**src/rtl/cpu_seq_pkg.sv**
```systemverilog
// cpu_seq_pkg: shared state encoding, cpu opcode constants and result flag packing for the instruction sequencer
package cpu_seq_pkg;
  typedef enum logic [2:0] {IDLE, LOAD, START, WAIT_BUSY, WAIT_DONE, REPORT} seq_state_e;
  localparam logic [2:0] OPC_ALU = 3'b101;
  localparam logic [2:0] OPC_MOV = 3'b110;
  localparam int NZV_N = 2;
  localparam int NZV_Z = 1;
  localparam int NZV_V = 0;
  function automatic logic [2:0] pack_nzv(input logic n, input logic z, input logic v);
    logic [2:0] f;
    f = '0;
    f[NZV_N] = n;
    f[NZV_Z] = z;
    f[NZV_V] = v;
    return f;
  endfunction
endpackage

```
**src/rtl/cpu_instr_sequencer_fifo.sv**
```systemverilog
// seq_instr_fifo: DEPTH x 16 instruction buffer with registered pointers and first-word head output
module seq_instr_fifo #(
  parameter int DEPTH = 4
) (
  input  logic        clk,
  input  logic        reset,
  input  logic        push,
  input  logic        pop,
  input  logic [15:0] din,
  output logic [15:0] head,
  output logic        full,
  output logic        empty
);
  localparam int AW = $clog2(DEPTH);
  localparam logic [AW:0] FULL_CNT = DEPTH[AW:0];
  logic [15:0] mem [DEPTH];
  logic [AW-1:0] wp, rp;
  logic [AW:0] cnt;
  logic do_push, do_pop;
  assign full = cnt == FULL_CNT;
  assign empty = cnt == '0;
  assign do_push = push && !full;
  assign do_pop = pop && !empty;
  assign head = mem[rp];
  // pointer and occupancy bookkeeping; pointers wrap naturally at DEPTH
  always_ff @(posedge clk) begin
    if (!reset) begin
      wp <= '0;
      rp <= '0;
      cnt <= '0;
    end else begin
      if (do_push) wp <= wp + 1'b1;
      if (do_pop) rp <= rp + 1'b1;
      cnt <= cnt + {{AW{1'b0}}, do_push} - {{AW{1'b0}}, do_pop};
    end
  end
  // storage array needs no reset; only valid entries are ever read
  always_ff @(posedge clk) begin
    if (do_push) mem[wp] <= din;
  end
endmodule

```
**src/rtl/cpu_instr_sequencer.sv**
```systemverilog
// cpu_instr_sequencer: issues buffered host instructions to the cpu (load, start, wait) and returns results; CPU_SEQ_TIMEOUT_EN adds a wait watchdog
module cpu_instr_sequencer
  import cpu_seq_pkg::*;
#(
  parameter int DEPTH = 4,
  parameter int TIMEOUT = 16
) (
  input  logic        clk,
  input  logic        reset,
  input  logic        host_valid,
  input  logic [15:0] host_instr,
  output logic        host_ready,
  output logic [15:0] cpu_in,
  output logic        cpu_load,
  output logic        cpu_s,
  input  logic        cpu_w,
  input  logic [15:0] cpu_out,
  input  logic        cpu_N,
  input  logic        cpu_V,
  input  logic        cpu_Z,
  output logic        res_valid,
  input  logic        res_ready,
  output logic [15:0] res_data,
  output logic [2:0]  res_nzv,
  output logic        busy,
  output logic        timeout_err
);
  seq_state_e state, next;
  logic [15:0] head;
  logic full, empty, expire;
  assign host_ready = !full;
  assign busy = state != IDLE || !empty;
  seq_instr_fifo #(.DEPTH(DEPTH)) u_fifo (
    .clk(clk),
    .reset(reset),
    .push(host_valid && host_ready),
    .pop(state == LOAD),
    .din(host_instr),
    .head(head),
    .full(full),
    .empty(empty)
  );
`ifdef CPU_SEQ_TIMEOUT_EN
  localparam int TW = $clog2(TIMEOUT + 1);
  logic [TW-1:0] tmr;
  assign expire = tmr == TW'(1);
  // watchdog reloads on entry to each wait phase; leaving a wait phase for IDLE means it expired
  always_ff @(posedge clk) begin
    if (!reset) begin
      tmr <= '0;
      timeout_err <= 1'b0;
    end else begin
      tmr <= (state == START || (state == WAIT_BUSY && !cpu_w)) ? TW'(TIMEOUT) : (tmr != '0 ? tmr - TW'(1) : tmr);
      timeout_err <= timeout_err || ((state == WAIT_BUSY || state == WAIT_DONE) && next == IDLE);
    end
  end
`else
  logic unused_timeout;
  assign unused_timeout = ^TIMEOUT;
  assign expire = 1'b0;
  assign timeout_err = 1'b0;
`endif
  // next-state: one issue at a time, gated by cpu idle and an unclaimed result
  always_comb begin
    next = state;
    case (state)
      IDLE:      next = (!empty && cpu_w && !res_valid) ? LOAD : IDLE;
      LOAD:      next = START;
      START:     next = WAIT_BUSY;
      WAIT_BUSY: next = !cpu_w ? WAIT_DONE : (expire ? IDLE : WAIT_BUSY);
      WAIT_DONE: next = cpu_w ? REPORT : (expire ? IDLE : WAIT_DONE);
      REPORT:    next = IDLE;
      default:   next = IDLE;
    endcase
  end
  // strobes are registered from next state so each is high for exactly its own state
  always_ff @(posedge clk) begin
    if (!reset) begin
      state <= IDLE;
      cpu_in <= '0;
      cpu_load <= 1'b0;
      cpu_s <= 1'b0;
      res_valid <= 1'b0;
      res_data <= '0;
      res_nzv <= '0;
    end else begin
      state <= next;
      cpu_load <= next == LOAD;
      cpu_s <= next == START;
      if (next == LOAD) cpu_in <= head;
      if (state == REPORT) begin
        res_data <= cpu_out;
        res_nzv <= pack_nzv(cpu_N, cpu_Z, cpu_V);
      end
      res_valid <= (state == REPORT) || (res_valid && !res_ready);
    end
  end
endmodule
```
**config.mk**
```make
export PLATFORM = sky130hd
export DESIGN_NAME = cpu_instr_sequencer
export DESIGN_NICKNAME = d
export VERILOG_FILES = /design/src/rtl/cpu_seq_pkg.sv /design/src/rtl/cpu_instr_sequencer_fifo.sv /design/src/rtl/cpu_instr_sequencer.sv
export SDC_FILE = /design/constraint.sdc
export NUM_CORES = 1
export LEC_CHECK = 0
export ABC_CLOCK_PERIOD_IN_PS = 3070
export BUFFER_PORTS_ARGS = -buffer_cell sky130_fd_sc_hd__buf_2
export CAP_MARGIN = 20
export CORE_UTILIZATION = 43
export CTS_BUF_LIST = sky130_fd_sc_hd__clkbuf_4
export DETAILED_ROUTE_END_ITERATION = 16
export PLACE_DENSITY = 0.74
export SYNTH_ARGS = -nofsm -noshare
export SYNTH_HDL_FRONTEND = slang
export SYNTH_SLANG_ARGS = --single-unit
export TNS_END_PERCENT = 20
```
**constraint.sdc**
```tcl
create_clock -name clk -period 3.07 [get_ports clk]
set_clock_uncertainty 0.15 [all_clocks]
set_input_delay 0.7675 -clock clk [delete_from_list [all_inputs] [get_ports clk]]
set_output_delay 0.7675 -clock clk [all_outputs]
set_load 0.02 [all_outputs]
```
==> metrics, run 1 <==
status=finished clean; CP startpoint kind=flop; Antenna Cells=0; CTS root buffer=clkbuf_4; # Max-Cap Violations=0; Max FO, Critical Path=19; Nets=446; Seq/Total Area, Yosys=66.26%; maximum VDD drop=0.0003792 V; critical path, cell by cell=nor3_2 -> buf_4 -> nand3_1 -> buf_2; Reg clk slew, reported paths=0.16 ns; final core utilization=51.10%; number of port buffers=79; data required time at the worst endpoint=2.15 ns; CTS buffer count=9; Max-slew headroom=39.02%; Pwr Density=678.7 mW/mm²; final setup vio count=0; Post-Synthesis Net Count=369; fin. max-slew vios=0; FP Rows=36; # resized after CTS=0; final worst slack=0.4576 ns; Max Fclk=382.8 MHz; slowest stage delay, CP=0.37 ns; DR vias=2770; Fin. Hold Viols=0; die outline area=0.01052 mm²; critical path's slowest cell=dfxtp_1; clk buf depth=2; mapped cell area=0.004350 mm²; vias in the first global route=2589; GR Util All Layers=16.60%; GPL Wtd Cong=0.7431; Clock Latency Late Sink=0.45 ns; Hold Buf Count CTS=0; H-tree levels=3; drt first pass iters=4; Final Cycle Share=85.09%; GRT Residual Overflow=0; First DRT Iteration DRCs=176; DP Wirelength=5568 µm; IO Pins=81; Post-Syn Instances=322; area growth from synthesis to layout=14.81%; cell area after layout=0.004995 mm²; count of different cell masters after synthesis=39; mean routed wirelength per cell=15.63 µm; placed standard-cell area=0.004870 mm²; Post-CTS Setup Bufs=0; die width=102.6 µm; Mean Syn Cell Area=13.51 µm²; crit path kind=flop to output port; yosys warns=0; number of synthesized register bits=112; Tmin final=2.612 ns; largest net degree at the start of global routing=25; DR DRC count=0; initial antenna violation count=0; Worst-Margin Slew=0.9135 ns; Vias/cell=5.168; critical path endpoint category=output port; remaining antenna violation count after routing=0; CTS tree=yes; pre-CTS setup slack=0.7003 ns; RSZ-0062 raised after global routing=no; Core Area=0.009774 mm²; setup TNS=0 ns; arrival time at the worst endpoint=1.69 ns; die extent in y=102.6 µm; HP Class=flop to flop; share of cells above drive strength 1=30.52%; first-pass GRT wire length=12870 µm; Initial Util=44.51%; Post-Route WL=8376 µm; TritonCTS Sinks=112; P_leak=1.839 nW
layout by cell type, fill, tap and decap left out, types with 2 or more instances in the layout:
cell type	synthesis	routed
nand2_1	39	39
inv_8	0	2
mux4_2	16	16
dfxtp_1	48	48
ha_1	6	6
nand3_1	4	4
nand2b_1	5	5
nand4_1	16	16
a21oi_1	40	40
nor2_1	4	4
and2_1	3	3
xnor2_1	2	2
clkbuf_4	0	9
and3_1	5	5
buf_2	5	79
inv_6	0	3
inv_1	9	9
nor2b_1	2	2
edfxtp_1	64	64
buf_4	3	10
o31ai_1	16	16
o21ai_0	3	3
cell type report:
cell class	count	area, µm²
well taps	133	166.4
multi-input cells	177	1313
clock buffers	9	67.56
repair buffers	89	470.5
clock inverters	6	57.56
inverters	10	37.54
flip-flops and latches	112	2883
fillers	841	4780
state kept, by name (all words and copies together) (netlist names), 2 cells and up:
| name | count |
|---|---|
| cpu_in | 16 |
| u_fifo.mem | 64 |
| u_fifo.cnt | 3 |
| res_nzv | 3 |
| res_data | 16 |
| u_fifo.rp | 2 |
| u_fifo.wp | 2 |
| state | 3 |
cell usage after synthesis (all sizes together):
master | number | area (µm²)
or3 | 1 | 6.260
ha | 6 | 75.07
nand4 | 16 | 100.1
nand3b | 1 | 7.510
inv | 9 | 33.78
o31ai | 17 | 132.6
edfxtp | 64 | 1922
and3b | 1 | 8.760
a22oi | 1 | 7.510
fa | 1 | 20.02
conb | 1 | 3.750
mux4 | 16 | 360.4
nor4b | 1 | 15.01
buf | 11 | 77.56
or4 | 1 | 7.510
nor3b | 1 | 7.510
o21ai | 3 | 15.01
a2111oi | 1 | 8.760
xnor2 | 2 | 17.52
mux2i | 1 | 10.01
nand2 | 39 | 146.4
nand2b | 5 | 31.28
clkbuf | 12 | 45.04
a32oi | 1 | 8.760
nand3 | 4 | 20.02
or4b | 1 | 10.01
nor2b | 2 | 12.51
clkinv | 1 | 3.750
and3 | 5 | 31.28
nor3 | 2 | 10.01
dfxtp | 48 | 960.9
nor2 | 4 | 15.01
a21oi | 40 | 200.2
and2 | 3 | 18.77
critical path: cells and delay by family, from the launching register on:
kind	cells	cell delay, ns
buffers and inverters	2	0.48
and+or+nand+nor	2	0.39
DFF	1	0.37
cell families after synthesis:
group | after synthesis | synth area share, %
AOI/OAI and AO/OA | 63 | 8.571
xor gates and xnor gates | 2 | 0.4027
adders and majority gates | 7 | 2.186
buffers and inverters | 33 | 3.681
DFF | 112 | 66.26
muxes | 17 | 8.513
other | 1 | 0.08620
and+or+nand+nor | 87 | 10.30
metal layers:
layer	vias up	part of all wire, %	global-route usage [%]
met1	1302	43	20.75
met3	8	5.7	3.051
li1	1359	-	-
met2	101	50	28.72
met5	-	0	0
met4	0	0.96	6.264
power breakdown:
group / internal (W) / total [W] / switching [W] / leakage, nW
combinational: 0.000330 / 0.000870 / 0.000539 / 0.792
sequential: 0.00176 / 0.00185 / 0.0000929 / 0.976
clock: 0.000185 / 0.000670 / 0.000485 / 0.0712
total: 0.00227 / 0.00339 / 0.00112 / 1.84
path summary, 6_finish.rpt:
kind / endpoint / startpoint / depth (start not counted) / slack (ns)
setup / recovery: busy / u_fifo.cnt[0]$_SDFF_PN0_ / 4 / 0.46
hold / removal: res_data[3]$_SDFFE_PN0P_ / res_data[3]$_SDFFE_PN0P_ / 2 / 0.31
setup reg to reg: u_fifo.cnt[2]$_SDFF_PN0_ / state[0]$_SDFF_PN0_ / 9 / 0.68
hold reg to reg: res_data[3]$_SDFFE_PN0P_ / res_data[3]$_SDFFE_PN0P_ / 2 / 0.31
per-stage QoR:
step	instances	power, W	hold WS [ns]
CTS	536	0.003424	0.3172
finish	536	0.003390	0.3140
global route	536	0.003559	0.3329
detailed placement	521	0.002759	0.2965
global placement	521	0.002728	0.2887
floorplan	322	0.002496	0.3337
(Power assumes the default switching activity.)
==> run 2, diff against run 1 <==
--- a/config.mk
+++ b/config.mk
@@ -11,7 +11,9 @@
 export CORE_UTILIZATION = 43
 export CTS_BUF_LIST = sky130_fd_sc_hd__clkbuf_4
 export DETAILED_ROUTE_END_ITERATION = 16
+export MAX_ROUTING_LAYER = met4
 export PLACE_DENSITY = 0.74
+export REMOVE_ABC_BUFFERS = 1
 export SYNTH_ARGS = -nofsm -noshare
 export SYNTH_HDL_FRONTEND = slang
 export SYNTH_SLANG_ARGS = --single-unit
==> run 2 against run 1 <==
Compared with the run above: routed wire length increased by 2.5%; largest power group unchanged; largest cell class unchanged; non-clock buffer count is 1 higher; first-iteration DRC count grew 6.8%; critical path type unchanged; register-to-register slack gained 0.03 ns.
==> metrics, run 2 (synthesis results as in run 1) <==
Hold Buf Count CTS=0 (unchanged); Worst-Margin Slew=0.8756 ns (was 0.9135 ns); commonest non-fill, non-tap cell in the layout=buf_2 (unchanged); GR Util All Layers=18.28% (was 16.60%); drt first pass iters=5 (was 4); Crit. Startpoint=u_fifo.cnt[2]$_SDFF_PN0_ (was u_fifo.cnt[0]$_SDFF_PN0_); number of port buffers=79 (unchanged); CTS tree=yes (unchanged); # resized after CTS=0 (unchanged); HP Class=flop to flop (unchanged); FF/Latch Area=0.002883 mm² (unchanged); most frequent cells in the layout=buf_2 (79), edfxtp_1 (64), dfxtp_1 (48) (unchanged); Clock Latency Late Sink=0.45 ns (about the same); final core utilization=51.45% (was 51.10%); initial antenna violation count=0 (unchanged); critical path, cell by cell=nor3b_1 -> inv_1 -> buf_2 (was nor3_2 -> buf_4 -> nand3_1 -> buf_2); remaining antenna violation count after routing=0 (unchanged); FP Rows=36 (unchanged); Post-CTS Setup Bufs=0 (unchanged); First DRT Iteration DRCs=188 (was 176); mean routed wirelength per cell=15.95 µm (was 15.63 µm); Pwr Density=690.2 mW/mm² (was 678.7 mW/mm²); data required time at the worst endpoint=2.15 ns (about the same); IO Pins=81 (unchanged); Reg2Reg Launch Point=state[0]$_SDFF_PN0_ (unchanged); GPL Wtd Cong=0.7334 (was 0.7431); maximum VDD drop=0.0003478 V (was 0.0003792 V); critical path's slowest cell=dfxtp_1 (unchanged); first-pass GRT wire length=13740 µm (was 12870 µm); Reg clk slew, reported paths=0.17 ns (was 0.16 ns); H-tree levels=3 (unchanged); share of cells above drive strength 1=30.86% (was 30.52%); DR DRC count=0 (unchanged); Critical Path End=host_ready (was busy); die width=102.6 µm (unchanged); Vias/cell=5.197 (was 5.168); critical path endpoint category=output port (unchanged); crit path kind=flop to output port (unchanged); slowest stage delay, CP=0.43 ns (was 0.37 ns); flop2flop setup slack=0.71 ns (was 0.68 ns); die extent in y=102.6 µm (unchanged); Max-slew headroom=41.55% (was 39.02%); worst r2r path cells=9 (unchanged); Nets=447 (was 446); P_leak=1.853 nW (was 1.839 nW); Antenna Cells=0 (unchanged); GRT Residual Overflow=0 (unchanged); die outline area=0.01052 mm² (unchanged); # Max-Cap Violations=0 (unchanged); DP Wirelength=5718 µm (was 5568 µm); r2r endpoint=u_fifo.cnt[2]$_SDFF_PN0_ (unchanged); CP startpoint kind=flop (unchanged); vias in the first global route=2872 (was 2589); fillers=851 (was 841); Max Fclk=382.2 MHz (was 382.8 MHz); max reg flops=64 (unchanged); pre-CTS setup slack=0.6599 ns (was 0.7003 ns); Final Cycle Share=85.22% (was 85.09%); RSZ-0062 raised after global routing=no (unchanged); area growth from synthesis to layout=15.59% (was 14.81%); top flop regs=u_fifo.mem x64, cpu_in x16, res_data x16 (unchanged); Biggest register=u_fifo.mem (unchanged); Fin. Hold Viols=0 (unchanged); final setup vio count=0 (unchanged); arrival time at the worst endpoint=1.70 ns (was 1.69 ns); Core Area=0.009774 mm² (unchanged); largest net degree at the start of global routing=42 (was 25); TritonCTS Sinks=112 (unchanged); area of the multi-input gates=0.001313 mm² (unchanged); fin. max-slew vios=0 (unchanged); Initial Util=44.51% (unchanged); CTS buffer count=9 (unchanged); CTS root buffer=clkbuf_4 (unchanged); DR vias=2796 (was 2770); status=finished clean (unchanged); Max FO, Critical Path=7 (was 19); Post-Route WL=8583 µm (was 8376 µm); clk buf depth=2 (unchanged); Tmin final=2.616 ns (was 2.612 ns); final worst slack=0.4537 ns (was 0.4576 ns)
==> run 2: changes by cell type in the layout (fill, tap and decap cells not counted) <==
cell	before	now
clkinvlp_4	0	1
bufinv_16	0	1
inv_8	2	1
buf_4	10	11
==> run 2: report_power, final <==
| part | internal, W | leakage (nW) | total (W) | switching, W |
|---|---|---|---|---|
| registers | 0.00176 | 0.976 | 0.00185 | 0.0000920 |
| logic | 0.000334 | 0.797 | 0.000870 | 0.000536 |
| clock network | 0.000265 | 0.0794 | 0.000751 | 0.000486 |
| total | 0.00236 | 1.85 | 0.00347 | 0.00111 |
==> run 2: through the flow <==
stage	area (µm²)	power [W]	cells	hold slack [ns]	TNS (ns)
floorplan	4228	0.002432	299	0.3337	-0.2235
global placement	4877	0.002724	522	0.2887	0
detailed placement	4877	0.002762	522	0.2973	0
CTS	5029	0.003512	538	0.3191	0
global route	5029	0.003684	538	0.3122	0
finish	5029	0.003471	538	0.3151	0
==> run 2: worst max-delay path, delay by kind of cell (launching register included) <==
kind,cells,cell delay (ns)
flops,1,0.43
simple gates,1,0.41
buf+inv,2,0.40
==> run 2: worst min path at each step <==
stage | startpoint | end | slack [ns] | depth (start not counted)
floorplan | u_fifo.wp[0]$_SDFFE_PN0N_ | u_fifo.wp[0]$_SDFFE_PN0N_ | 0.33 | 2
global placement | res_data[11]$_SDFFE_PN0P_ | res_data[11]$_SDFFE_PN0P_ | 0.29 | 2
detailed placement | res_data[6]$_SDFFE_PN0P_ | res_data[6]$_SDFFE_PN0P_ | 0.30 | 2
CTS | res_data[6]$_SDFFE_PN0P_ | res_data[6]$_SDFFE_PN0P_ | 0.32 | 2
global route | host_instr[10] | u_fifo.mem[1][10]$_DFFE_PP_ | 0.31 | 1
finish | res_data[6]$_SDFFE_PN0P_ | res_data[6]$_SDFFE_PN0P_ | 0.32 | 2
==> run 2: layer usage <==
metal  GRT usage (%)  part of all wire, %
met5               -                    0
met1           19.75                   42
met4           5.495                  1.1
met2           32.82                   51
met3           4.746                  5.6
==> run 2: cell type report <==
class	instances	share of cell area [%]
tap	133	3.309
timing repair buffer	90	9.505
inverter	10	0.7465
clock inverter	7	1.667
multi-input combinational	177	26.10
sequential	112	57.33
clock buffer	9	1.344
==> run 3, diff against run 2 <==
--- a/config.mk
+++ b/config.mk
@@ -8,11 +8,13 @@
 export ABC_CLOCK_PERIOD_IN_PS = 3070
 export BUFFER_PORTS_ARGS = -buffer_cell sky130_fd_sc_hd__buf_2
 export CAP_MARGIN = 20
+export CELL_PAD_IN_SITES_DETAIL_PLACEMENT = 1
+export CELL_PAD_IN_SITES_GLOBAL_PLACEMENT = 1
 export CORE_UTILIZATION = 43
 export CTS_BUF_LIST = sky130_fd_sc_hd__clkbuf_4
 export DETAILED_ROUTE_END_ITERATION = 16
 export MAX_ROUTING_LAYER = met4
-export PLACE_DENSITY = 0.74
+export PLACE_DENSITY = 0.87
 export REMOVE_ABC_BUFFERS = 1
 export SYNTH_ARGS = -nofsm -noshare
 export SYNTH_HDL_FRONTEND = slang
==> run 3 against run 2 <==
Compared with the run above: final area fell by 0.80%; global-route usage grew 2.6 points; sequential power is essentially flat; critical endpoint unchanged; count of clock-buffer cells in the layout is the same; flip-flop and latch count unchanged; via count rose by 4.4%; utilization is 0.41 points lower.
==> metrics, run 3 (synthesis results as in run 1) <==
Antenna Cells=0 (unchanged); # resized after CTS=0 (unchanged); critical path endpoint category=output port (unchanged); worst r2r path cells=9 (unchanged); Hold WS=0.3174 ns (was 0.3151 ns); die extent in y=102.6 µm (unchanged); vias in the first global route=3054 (was 2872); data required time at the worst endpoint=2.15 ns (about the same); first-pass GRT wire length=15510 µm (was 13740 µm); Crit. Startpoint=u_fifo.cnt[2]$_SDFF_PN0_ (unchanged); r2r endpoint=u_fifo.cnt[2]$_SDFF_PN0_ (unchanged); number of port buffers=79 (unchanged); remaining antenna violation count after routing=0 (unchanged); Vias/cell=5.436 (was 5.197); commonest non-fill, non-tap cell in the layout=buf_2 (unchanged); share of cells above drive strength 1=30.45% (was 30.86%); Post-CTS Setup Bufs=0 (unchanged); CP startpoint kind=flop (unchanged); HP Class=flop to flop (unchanged); clk buf depth=2 (unchanged); Worst-Margin Slew=0.8947 ns (was 0.8756 ns); final core utilization=51.04% (was 51.45%); Initial Util=44.51% (unchanged); # Max-Cap Violations=0 (unchanged); most frequent cells in the layout=buf_2 (79), edfxtp_1 (64), dfxtp_1 (48) (unchanged); arrival time at the worst endpoint=1.78 ns (was 1.70 ns); worst hold endpoint=res_data[15]$_SDFFE_PN0P_ (was res_data[6]$_SDFFE_PN0P_); CTS tree=yes (unchanged); Pwr Density=684.4 mW/mm² (was 690.2 mW/mm²); Hold Buf Count CTS=0 (unchanged); drt first pass iters=4 (was 5); mean routed wirelength per cell=18.46 µm (was 15.95 µm); Tmin final=2.695 ns (was 2.616 ns); GR Util All Layers=20.86% (was 18.28%); CTS root buffer=clkbuf_4 (unchanged); DR vias=2919 (was 2796); cell area after layout=0.004989 mm² (was 0.005029 mm²); Nets=446 (was 447); maximum VDD drop=0.0003137 V (was 0.0003478 V); HP Start=res_data[15]$_SDFFE_PN0P_ (was res_data[6]$_SDFFE_PN0P_); DP Wirelength=6796 µm (was 5718 µm); Core Area=0.009774 mm² (unchanged); RSZ-0062 raised after global routing=no (unchanged); max reg flops=64 (unchanged); Final Cycle Share=87.78% (was 85.22%); largest net degree at the start of global routing=42 (unchanged); H-tree levels=3 (unchanged); fin. max-slew vios=0 (unchanged); initial antenna violation count=0 (unchanged); Reg clk slew, reported paths=0.18 ns (was 0.17 ns); Fin. Hold Viols=0 (unchanged); First DRT Iteration DRCs=132 (was 188); Biggest register=u_fifo.mem (unchanged); Post-Route WL=9914 µm (was 8583 µm); placed standard-cell area=0.004870 mm² (was 0.004877 mm²); Max FO, Critical Path=7 (unchanged); setup TNS=0 ns (unchanged); area growth from synthesis to layout=14.67% (was 15.59%); FP Rows=36 (unchanged); final setup vio count=0 (unchanged); DR DRC count=0 (unchanged); flop2flop setup slack=0.62 ns (was 0.71 ns); TritonCTS Sinks=112 (unchanged); die outline area=0.01052 mm² (unchanged); IO Pins=81 (unchanged); P_leak=1.838 nW (was 1.853 nW); worst hold stages=2 (unchanged); Max Fclk=371.1 MHz (was 382.2 MHz); Reg2Reg Launch Point=state[0]$_SDFF_PN0_ (unchanged); top flop regs=u_fifo.mem x64, cpu_in x16, res_data x16 (unchanged); Max-slew headroom=40.27% (was 41.55%); GRT Residual Overflow=0 (unchanged); GPL Wtd Cong=0.8014 (was 0.7334); Clock Latency Late Sink=0.46 ns (was 0.45 ns); CTS buffer count=9 (unchanged); crit path kind=flop to output port (unchanged); status=finished clean (unchanged); die width=102.6 µm (unchanged)
run 3: how the worst max path moves through the flow:
stage / end / slack, ns / cells past startpoint
2_1_floorplan: u_fifo.cnt[2]$_SDFF_PN0_ / -0.21 / 9
3_3_place_gp: cpu_in[8]$_SDFFE_PN0N_ / 0.73 / 4
3_5_place_dp: u_fifo.cnt[2]$_SDFF_PN0_ / 0.62 / 9
4_1_cts: host_ready / 0.36 / 3
5_1_grt: host_ready / 0.23 / 3
6_report: host_ready / 0.38 / 3
run 3: critical path, cell delays in order, from the launching register on:
cell,delay (ns)
dfxtp_1,0.44
nor3b_1,0.47
inv_1,0.21
buf_2,0.21
run 3: where the power goes:
group / total [W] / switching (W) / internal, W
Sequential: 0.00187 / 0.000108 / 0.00176
Clock: 0.000659 / 0.000482 / 0.000177
Combinational: 0.000888 / 0.000556 / 0.000332
run 3: metal layers:
| layer | global-route usage, % | routed length, µm | share of wire (%) |
|---|---|---|---|
| met5 | - | 0 | 0 |
| met2 | 35.54 | 4945 | 50 |
| met4 | 9.451 | 223 | 2.2 |
| met3 | 4.068 | 739 | 7.5 |
| met1 | 23.82 | 4005 | 40 |
run 3: metrics by stage:
| stage | worst slack (ns) | total power [W] | cells |
|---|---|---|---|
| after CTS | 0.3597 | 0.003449 | 537 |
| after detailed placement | 0.6166 | 0.002791 | 521 |
| after global placement | 0.7316 | 0.002723 | 521 |
| after global routing | 0.2304 | 0.003587 | 537 |
| after floorplan | -0.2136 | 0.002432 | 299 |
| final | 0.3751 | 0.003414 | 537 |
run 3: area by class of cell:
| class | count | area [µm²] |
|---|---|---|
| Sequential cell | 112 | 2883 |
| Clock inverter | 7 | 51.30 |
| Multi-Input combinational cell | 177 | 1313 |
| Fill cell | 1042 | 4786 |
| Inverter | 10 | 37.54 |
| Tap cell | 133 | 166.4 |
| Timing Repair Buffer | 89 | 470.5 |
| Clock buffer | 9 | 67.56 |
